==> config.mk <==
export PLATFORM = sky130hd
export DESIGN_NAME = ir_tx_sequencer
export DESIGN_NICKNAME = d
export VERILOG_FILES = /design/src/rtl/ir_tx_pkg.sv /design/src/rtl/ir_cmd_fifo.sv /design/src/rtl/ir_tx_sequencer.sv
export SDC_FILE = /design/constraint.sdc
export NUM_CORES = 1
export LEC_CHECK = 0
export CORE_ASPECT_RATIO = 1.75
export CORE_MARGIN = 5
export CORE_UTILIZATION = 45
export CTS_BUF_LIST = sky130_fd_sc_hd__clkbuf_4
export CTS_CLUSTER_DIAMETER = 30
export DETAILED_ROUTE_END_ITERATION = 10
export GPL_TIMING_DRIVEN = 1
export PLACE_DENSITY = 0.68
export SYNTH_ARGS = -nofsm -noshare
export SYNTH_HDL_FRONTEND = slang
export SYNTH_SLANG_ARGS = --single-unit
==> constraint.sdc <==
create_clock -name CLK -period 3.5 [get_ports CLK]
set_clock_uncertainty 0.15 [all_clocks]
set_input_delay 0.875 -clock CLK [delete_from_list [all_inputs] [get_ports CLK]]
set_output_delay 0.875 -clock CLK [all_outputs]
set_load 0.03 [all_outputs]
==> src/rtl/ir_tx_pkg.sv <==
// ---------------------------------------------------------------------------
// ir_tx_pkg
// Shared definitions for the IR transmit sequencer:
//   - direction codes understood by the packet generator
//   - sequencer state encoding
//   - is_valid_dir(): rejects physically contradictory direction codes
// ---------------------------------------------------------------------------
package ir_tx_pkg;

    localparam int DIR_W = 4;

    localparam logic [DIR_W-1:0] IDLE          = 4'b0000;
    localparam logic [DIR_W-1:0] Forwards      = 4'b1000;
    localparam logic [DIR_W-1:0] Backwards     = 4'b0100;
    localparam logic [DIR_W-1:0] Left          = 4'b0010;
    localparam logic [DIR_W-1:0] Right         = 4'b0001;
    localparam logic [DIR_W-1:0] ForwardLeft   = 4'b1010;
    localparam logic [DIR_W-1:0] ForwardRight  = 4'b1001;
    localparam logic [DIR_W-1:0] BackwardLeft  = 4'b0110;
    localparam logic [DIR_W-1:0] BackwardRight = 4'b0101;

    // LOAD_WAIT: nothing new was loaded at the last boundary (held or idle).
    // SEND:      a queued command is being transmitted.
    typedef enum logic {
        LOAD_WAIT = 1'b0,
        SEND      = 1'b1
    } seq_state_t;

    // Only the nine enumerated codes may reach the packet generator;
    // F+B or L+R combinations are contradictory and are refused.
    function automatic logic is_valid_dir(input logic [DIR_W-1:0] dir);
        logic ok;
        case (dir)
            IDLE, Forwards, Backwards, Left, Right,
            ForwardLeft, ForwardRight, BackwardLeft, BackwardRight: ok = 1'b1;
            default:                                                ok = 1'b0;
        endcase
        return ok;
    endfunction

endpackage

==> src/rtl/ir_cmd_fifo.sv <==
// ---------------------------------------------------------------------------
// ir_cmd_fifo
// Synchronous FIFO holding {car, command} entries for the sequencer.
// Ports:
//   CLK, RST   clock, asynchronous active-high reset
//   flush      synchronous clear of all entries (wins over push/pop)
//   push/wdata write one entry (ignored when full)
//   pop/rdata  rdata is the head entry; pop removes it (ignored when empty)
//   full/empty/level  occupancy status derived from the registered count
// ---------------------------------------------------------------------------
module ir_cmd_fifo #(
    parameter int WIDTH = 6,
    parameter int DEPTH = 4
) (
    input  logic                     CLK,
    input  logic                     RST,
    input  logic                     flush,
    input  logic                     push,
    input  logic [WIDTH-1:0]         wdata,
    input  logic                     pop,
    output logic [WIDTH-1:0]         rdata,
    output logic                     full,
    output logic                     empty,
    output logic [$clog2(DEPTH):0]   level
);

    localparam int AW    = $clog2(DEPTH);
    localparam int LVL_W = AW + 1;

    logic [WIDTH-1:0] mem [DEPTH];
    logic [AW-1:0]    wptr;
    logic [AW-1:0]    rptr;
    logic [LVL_W-1:0] count;
    logic             do_push;
    logic             do_pop;

    assign full    = (count == LVL_W'(DEPTH));
    assign empty   = (count == '0);
    assign level   = count;
    assign rdata   = mem[rptr];
    assign do_push = push && !full && !flush;
    assign do_pop  = pop && !empty && !flush;

    always_ff @(posedge CLK or posedge RST) begin
        if (RST) begin
            wptr  <= '0;
            rptr  <= '0;
            count <= '0;
        end else if (flush) begin
            wptr  <= '0;
            rptr  <= '0;
            count <= '0;
        end else begin
            if (do_push) wptr <= wptr + AW'(1);
            if (do_pop)  rptr <= rptr + AW'(1);
            case ({do_push, do_pop})
                2'b10:   count <= count + LVL_W'(1);
                2'b01:   count <= count - LVL_W'(1);
                default: count <= count;
            endcase
        end
    end

    // Storage is never read while empty, so it needs no reset.
    always_ff @(posedge CLK) begin
        if (do_push) mem[wptr] <= wdata;
    end

endmodule

==> src/rtl/ir_tx_sequencer.sv <==
// ---------------------------------------------------------------------------
// ir_tx_sequencer
// Queues direction commands per target car and presents one command/car
// pair to the packet generator for a whole packet sequence, changing only
// at sequence boundaries.
// Ports:
//   CLK, RST            clock, asynchronous active-high reset
//   CMD_IN, CAR_IN      offered command and target car
//   cmd_valid/cmd_ready command handshake (ready = queue not full)
//   abort               synchronous flush of queue and current sequence
//   pack_strobe         one-cycle strobe at each packet start
//   pack_gen_EN         packet generation enable (freezes sequencing when 0)
//   current_dir_state   command presented to the packet generator
//   current_car         car presented to the packet generator
//   pkt_count           packets sent in the current sequence
//   seq_done            one-cycle pulse after each sequence boundary
//   queue_level         number of queued commands
//   cmd_dropped         one-cycle pulse after an invalid command was offered
// ---------------------------------------------------------------------------
module ir_tx_sequencer
    import ir_tx_pkg::*;
#(
    parameter int CMD_WIDTH       = 4,
    parameter int NUM_CARS        = 4,
    parameter int CAR_W           = 2,
    parameter int PACKETS_PER_SEQ = 10,
    parameter int CNT_W           = 4,
    parameter int QUEUE_DEPTH     = 4,
    parameter int HOLD_LAST       = 1
) (
    input  logic                           CLK,
    input  logic                           RST,
    input  logic [CMD_WIDTH-1:0]           CMD_IN,
    input  logic [CAR_W-1:0]               CAR_IN,
    input  logic                           cmd_valid,
    output logic                           cmd_ready,
    input  logic                           abort,
    input  logic                           pack_strobe,
    input  logic                           pack_gen_EN,
    output logic [CMD_WIDTH-1:0]           current_dir_state,
    output logic [CAR_W-1:0]               current_car,
    output logic [CNT_W-1:0]               pkt_count,
    output logic                           seq_done,
    output logic [$clog2(QUEUE_DEPTH):0]   queue_level,
    output logic                           cmd_dropped
);

    localparam int ENTRY_W = CMD_WIDTH + CAR_W;

    seq_state_t            state;
    seq_state_t            state_n;
    logic [CMD_WIDTH-1:0]  dir_n;
    logic [CAR_W-1:0]      car_n;
    logic [CNT_W-1:0]      cnt_n;
    logic                  done_n;

    logic                  cmd_ok;
    logic                  push;
    logic                  pop;
    logic                  strobe_en;
    logic                  boundary;
    logic                  q_full;
    logic                  q_empty;
    logic [ENTRY_W-1:0]    q_head;
    logic [CMD_WIDTH-1:0]  head_dir;
    logic [CAR_W-1:0]      head_car;

    // Car range check is done one bit wider so NUM_CARS == 2**CAR_W works.
    assign cmd_ok = is_valid_dir(CMD_IN) &&
                    ({1'b0, CAR_IN} < (CAR_W+1)'(NUM_CARS));

    // Depends only on registered occupancy (and reset), never on strobes.
    assign cmd_ready = !q_full && !RST;

    assign push      = cmd_valid && cmd_ready && cmd_ok && !abort;
    assign strobe_en = pack_gen_EN && pack_strobe && !abort;
    assign boundary  = strobe_en && (pkt_count == CNT_W'(PACKETS_PER_SEQ - 1));
    // Pop decision uses the pre-edge empty flag, so a command pushed on a
    // boundary cycle into an empty queue waits for the next boundary.
    assign pop       = boundary && !q_empty;

    assign {head_car, head_dir} = q_head;

    ir_cmd_fifo #(
        .WIDTH (ENTRY_W),
        .DEPTH (QUEUE_DEPTH)
    ) u_fifo (
        .CLK   (CLK),
        .RST   (RST),
        .flush (abort),
        .push  (push),
        .wdata ({CAR_IN, CMD_IN}),
        .pop   (pop),
        .rdata (q_head),
        .full  (q_full),
        .empty (q_empty),
        .level (queue_level)
    );

    always_ff @(posedge CLK or posedge RST) begin
        if (RST) begin
            state             <= LOAD_WAIT;
            current_dir_state <= IDLE;
            current_car       <= '0;
            pkt_count         <= '0;
            seq_done          <= 1'b0;
            cmd_dropped       <= 1'b0;
        end else begin
            state             <= state_n;
            current_dir_state <= dir_n;
            current_car       <= car_n;
            pkt_count         <= cnt_n;
            seq_done          <= done_n;
            cmd_dropped       <= cmd_valid && !cmd_ok;
        end
    end

    always_comb begin
        state_n = state;
        dir_n   = current_dir_state;
        car_n   = current_car;
        cnt_n   = pkt_count;
        done_n  = 1'b0;

        if (abort) begin
            state_n = LOAD_WAIT;
            dir_n   = IDLE;
            cnt_n   = '0;
        end else if (strobe_en) begin
            if (boundary) begin
                cnt_n  = '0;
                done_n = 1'b1;
                if (!q_empty) begin
                    state_n = SEND;
                    dir_n   = head_dir;
                    car_n   = head_car;
                end else begin
                    state_n = LOAD_WAIT;
                    // In LOAD_WAIT the output is already idle or held.
                    if (HOLD_LAST == 0 && state == SEND) dir_n = IDLE;
                end
            end else begin
                cnt_n = pkt_count + CNT_W'(1);
            end
        end
    end

endmodule

==> results of run 1 <==
## cell families (layout without fill, tap and decap cells)
group,count (synthesis),after routing,synth area share
xor+xnor,2,2,0.00924
fa+ha+maj,7,7,0.0501
simple gates,34,34,0.0963
mux,14,14,0.123
compound gates,18,18,0.0699
flops,43,43,0.631
buf+inv,10,45,0.0204
## worst max-delay path, cell delays in order
cell and delay [ns]:
clkdlybuf4s50_1 0.45, a21oi_1 0.13, clkdlybuf4s50_1 0.69
## Yosys cell counts, drive strengths merged, types with 2 or more instances
cell type | number | area (µm²)
a21oi | 3 | 15.0
and2 | 6 | 37.5
buf | 2 | 8.75
clkbuf | 2 | 7.51
dfrtp | 19 | 475
edfxtp | 24 | 721
ha | 6 | 75.1
inv | 5 | 18.8
mux2 | 5 | 56.3
mux2i | 2 | 20.0
mux4 | 7 | 158
nand2 | 17 | 63.8
nor2 | 3 | 11.3
nor3 | 2 | 10.0
o21ai | 8 | 40.0
o31ai | 2 | 15.0
## stage by stage
step	total power, mW	instance area (µm²)	worst slack (ns)	hold WS [ns]
2_1_floorplan	0.591	1900	0.809	0.404
4_1_cts	0.927	2320	0.331	0.378
3_3_place_gp	0.624	2240	0.255	0.343
6_report	0.914	2320	0.331	0.376
3_5_place_dp	0.627	2240	0.212	0.350
5_1_grt	0.952	2320	0.287	0.407
## where the power goes
part | switching [mW] | internal, mW | total [mW]
sequential | 0.00532 | 0.541 | 0.547
combinational | 0.0382 | 0.0303 | 0.0686
clock | 0.151 | 0.147 | 0.298
## final timing paths
kind                                        end  cells after the start
worst max-delay path                  cmd_ready                      3
worst min-delay path             current_car[1]                      1
worst max register to register  u_fifo.level[1]                      5
worst min register to register   current_car[1]                      1
max in group asynchronous        u_fifo.rptr[0]                      3
min in group asynchronous       u_fifo.level[2]                      3
## metal layers
| layer | vias up | GRT usage |
|---|---|---|
| met1 | 539 | 0.139 |
| met5 | - | 0 |
| met3 | 5 | 0.0376 |
| li1 | 531 | - |
| met2 | 29 | 0.241 |
| met4 | 0 | 0.0624 |
## state kept, by name, indices dropped and copies added, names as in the netlist
signal             count
u_fifo.mem            24
current_dir_state      4
pkt_count              4
u_fifo.level           3
current_car            2
u_fifo.rptr            2
u_fifo.wptr            2
cmd_dropped            1
seq_done               1
## area by class of cell
type / instances / share of cell area
clock buffers: 5 / 0.0162
clock inverters: 3 / 0.0167
inverters: 6 / 0.00971
multi-input cells: 75 / 0.285
flip-flops and latches: 43 / 0.516
well taps: 49 / 0.0264
repair buffers: 31 / 0.130
==> results.md, run 1 <==
- Outcome: finished clean
- Tcrit/Tclk final: 0.906
- DR pass1 iterations: 4
- # H-tree levels: 2
- First-pass GRT wire length: roughly 5500 µm
- DRC violations left: 0
- Hold path start: current_car[1]
- Synth warn: 0
- Dpl cells: just over 200
- CTS tree: built
- Critical path data required time: approximately 2.5 ns
- Setup TNS: 0 ns
- Reg2reg start: u_fifo.level[0]
- Area Growth Syn to Fin: 22.2%
- Fill count: about 370
- Avg Inst Size Synth: 14.8 µm²
- Clock Latency Late Sink: between 0.3 and 0.4 ns
- Clock buffer depth: 2
- Ports: 28
- R2R Setup Slk: around 1.3 ns
- Worst setup SP type: input port
- Net count after synthesis: approximately 150
- Post-CTS setup buffers: 0
- Area occupied by multi-input gates: about 660 µm²
- Largest net degree at the start of global routing: 20
- Top Layer Used: met4
- CP Max Fanout: 2
- Worst Path Arrival: 2.14 ns
- Mapped Cells: 128
- Final hold violations: 0
- Port bufs: 27
- Synth cell types: 32
- Worst slew margin: 0.528
- Die Height: roughly 96 µm
- Antenna Cells: 0
- Met3 WL: ~190 µm
- Routed vias: 1,104
- Seq cells post-synth: 43
- Worst Tran Pin Value: between 0.7 and 0.8 ns
- Drt first-iter violations: 42
- Wl on met1: 1220 µm
- Final setup fails: 0
- Routed length per instance: between 15 and 20 µm
- Final Max Slew Viols: 0
- Routability cong.: 0.789
- Row count: 31
- CP Capture Type: primary output
- Met2 Routed Length: about 1800 µm
- Clock sink total: 43
- Max-cap violation count: 0
- Antenna violations before repair: 0
- GRT Overall Usage: 0.134
- Final net count: 181
- Commonest non-fill, non-tap cell in the layout: clkdlybuf4s50_1
- Die X-Extent: between 50 and 60 µm
- Non-filler instance count after layout: 212
- ANT nets after route: 0
- Post-synth EDFFs: 24
- Peak supply drop: ~0.25 mV
- Reg area: between 1000 and 1500 µm²
- Synthesized area: ~1900 µm²
- Share of layout cells above drive strength 1: 0.160
- Grt ovf: 0
- Leak: ~0.87 nW
- Vias/cell: 5.21
- Final min period: 3.17 ns
- Root Buffer: clkbuf_4
- Core footprint: 4110 µm²
- Seq/Total Area, Yosys: 0.631
- Crit. Startpoint: RST
- Min-Delay Path Class: flop to flop
- Pwr/cell area: 394 nW/µm²
- Most frequent cells in the layout: clkdlybuf4s50_1 (27), edfxtp_1 (24), dfrtp_1 (19)
- RSZ-0062 raised after global routing: false
- Vias in the first global route: between 1,000 and 1,500
- Post-CTS Resized: 0
- Initial Utilization: 0.461
- Ys async rst share: 0.442
- Final core occ: 0.564
- Worst Path Class, Setup: input port to primary output
- Fmax: about 320 MHz
- Total CTS buffers: 5
- Dominant synthesized flop cell: edfxtp_1
- Hold_buf cts: 0
- Clock transition at the registers of the reported paths: approximately 0.12 ns
- Full die area: ~5700 µm²
- DRT Wirelength: roughly 3300 µm
- HPWL after detailed placement: 2520 µm
No activity file was read; power rests on OpenSTA's default activity.
==> run 2: changes to the inputs <==
Settings changed: CTS_BUF_LIST sky130_fd_sc_hd__clkbuf_4 to sky130_fd_sc_hd__clkbuf_4 sky130_fd_sc_hd__clkbuf_8, HOLD_SLACK_MARGIN set to 0.15.
==> results.md, run 2 (same netlist as run 1, synthesis figures left out) <==
- Outcome: finished clean
- Peak supply drop: 0.342 mV
- Most frequent cells in the layout: clkdlybuf4s50_1 (27), edfxtp_1 (24), dfrtp_1 (19)
- GRT Overall Usage: 0.133
- Commonest non-fill, non-tap cell in the layout: clkdlybuf4s50_1
- CP Max Fanout: 2
- HPWL after detailed placement: about 2500 µm
- Total CTS buffers: 5
- Worst Tran Pin Value: ~0.72 ns
- Vias in the first global route: roughly 1,200
- Drt first-iter violations: 30
- Area Growth Syn to Fin: 24.4%
- Routability cong.: 0.789
- Leak: around 0.89 nW
- Pwr/cell area: approximately 430 nW/µm²
- Initial Utilization: 0.461
- Largest registers: u_fifo.mem: 24 flops, current_dir_state: 4 flops, pkt_count: 4 flops
- Largest Register: u_fifo.mem
- Worst Path Arrival: 2.14 ns
- First-pass GRT wire length: approximately 5500 µm
- Clock transition at the registers of the reported paths: 0.08 ns
- Antenna violations before repair: 0
- Tcrit/Tclk final: 0.903
- DRC violations left: 0
- Port bufs: 27
- Worst Path Class, Setup: input port to primary output
- Final Max Slew Viols: 0
- DRT Wirelength: 3320 µm
- Row count: 31
- Post-CTS setup buffers: 0
- Hold WS: ~0.37 ns
- Fmax: between 300 and 400 MHz
- Largest net degree at the start of global routing: 20
- Final setup fails: 0
- Die Height: 95.9 µm
- Setup TNS: 0 ns
- Core footprint: 4110 µm²
- ANT nets after route: 0
- Final hold violations: 0
- Min-Delay Path Class: flop to flop
- Max reg flops: 24
- Worst setup SP type: input port
- DR pass1 iterations: 3
- Max-cap violation count: 0
- RSZ-0062 raised after global routing: false
- Clock sink total: 43
- Hold_buf cts: 0
- Clock Latency Late Sink: around 0.28 ns
- Ports: 28
- Root Buffer: clkbuf_8
- Critical path data required time: 2.47 ns
- Full die area: approximately 5700 µm²
- Vias/cell: ~5.2
- CP Capture Type: primary output
- Routed vias: roughly 1,100
- Final min period: 3.16 ns
- Antenna Cells: 0
- Clock buffer depth: 2
- Grt ovf: 0
- Share of layout cells above drive strength 1: 0.166
- Routed length per instance: 15.7 µm
- Final net count: around 180
- Post-CTS Resized: 0
- Worst slew margin: 0.521
- # H-tree levels: 2
- Die X-Extent: a little under 60 µm
- CTS tree: built
-- run 2: cell count changes in the layout (fill, tap and decap cells not counted), sizes merged --
cell / before / now
clkbuf: 5 / 6
clkinv: 3 / 2
-- run 2: power breakdown --
part           leakage [nW]  total (mW)  internal [mW]  switching, mW
sequential            0.479       0.547          0.541        0.00532
clock                0.0612       0.389          0.231          0.158
combinational         0.352      0.0687         0.0303         0.0383
-- run 2: per-layer routing --
metal  GRT usage  vias to the layer above  part of all wire
li1            -                      532                 -
met1       0.139                      536              0.37
met2       0.240                       26              0.55
met3      0.0336                        4             0.057
met4      0.0624                        0             0.017
met5           0                        -                 0
-- run 2: cell type report --
cell class                 instances  area [µm²]
timing repair buffer              31         300
tap                               49        61.3
inverter                           6        22.5
clock buffer                       6        82.6
sequential                        43        1200
multi-input combinational         75         662
clock inverter                     2        35.0
fill                             362        1750
-- run 2: through the flow --
stage | setup slack, ns | utilization | power (mW) | instances | area (µm²)
after CTS | 0.331 | 0.574 | 1.02 | 212 | 2360
after global placement | 0.255 | 0.545 | 0.624 | 204 | 2240
after global routing | 0.287 | 0.574 | 1.04 | 212 | 2360
after floorplan | 0.809 | - | 0.591 | 128 | 1900
final | 0.340 | 0.574 | 1.00 | 212 | 2360
after detailed placement | 0.212 | 0.545 | 0.627 | 204 | 2240
-- run 2: worst max-delay path, cell delays in order --
cell and delay (ns):
clkdlybuf4s50_1 0.44, a21oi_1 0.13, clkdlybuf4s50_1 0.68
-- run 2: path summary, 6_finish.rpt --
check	from	to	slack [ns]	cells past startpoint
setup / recovery	RST	cmd_ready	0.34	3
hold / removal	current_car[1]	current_car[1]	0.37	1
max in group asynchronous	RST	u_fifo.rptr[0]	1.68	3
setup reg to reg	u_fifo.level[0]	u_fifo.level[1]	1.27	5
hold reg to reg	current_car[1]	current_car[1]	0.37	1
min in group asynchronous	RST	u_fifo.level[2]	1.07	3
==> run 3: changes to the inputs <==
Settings changed: ABC_CLOCK_PERIOD_IN_PS set to 3500, GPL_TIMING_DRIVEN 1 to unset.
==> results of run 3 <==
No change in the layout: final DEF, timing and power equal those of run 2.
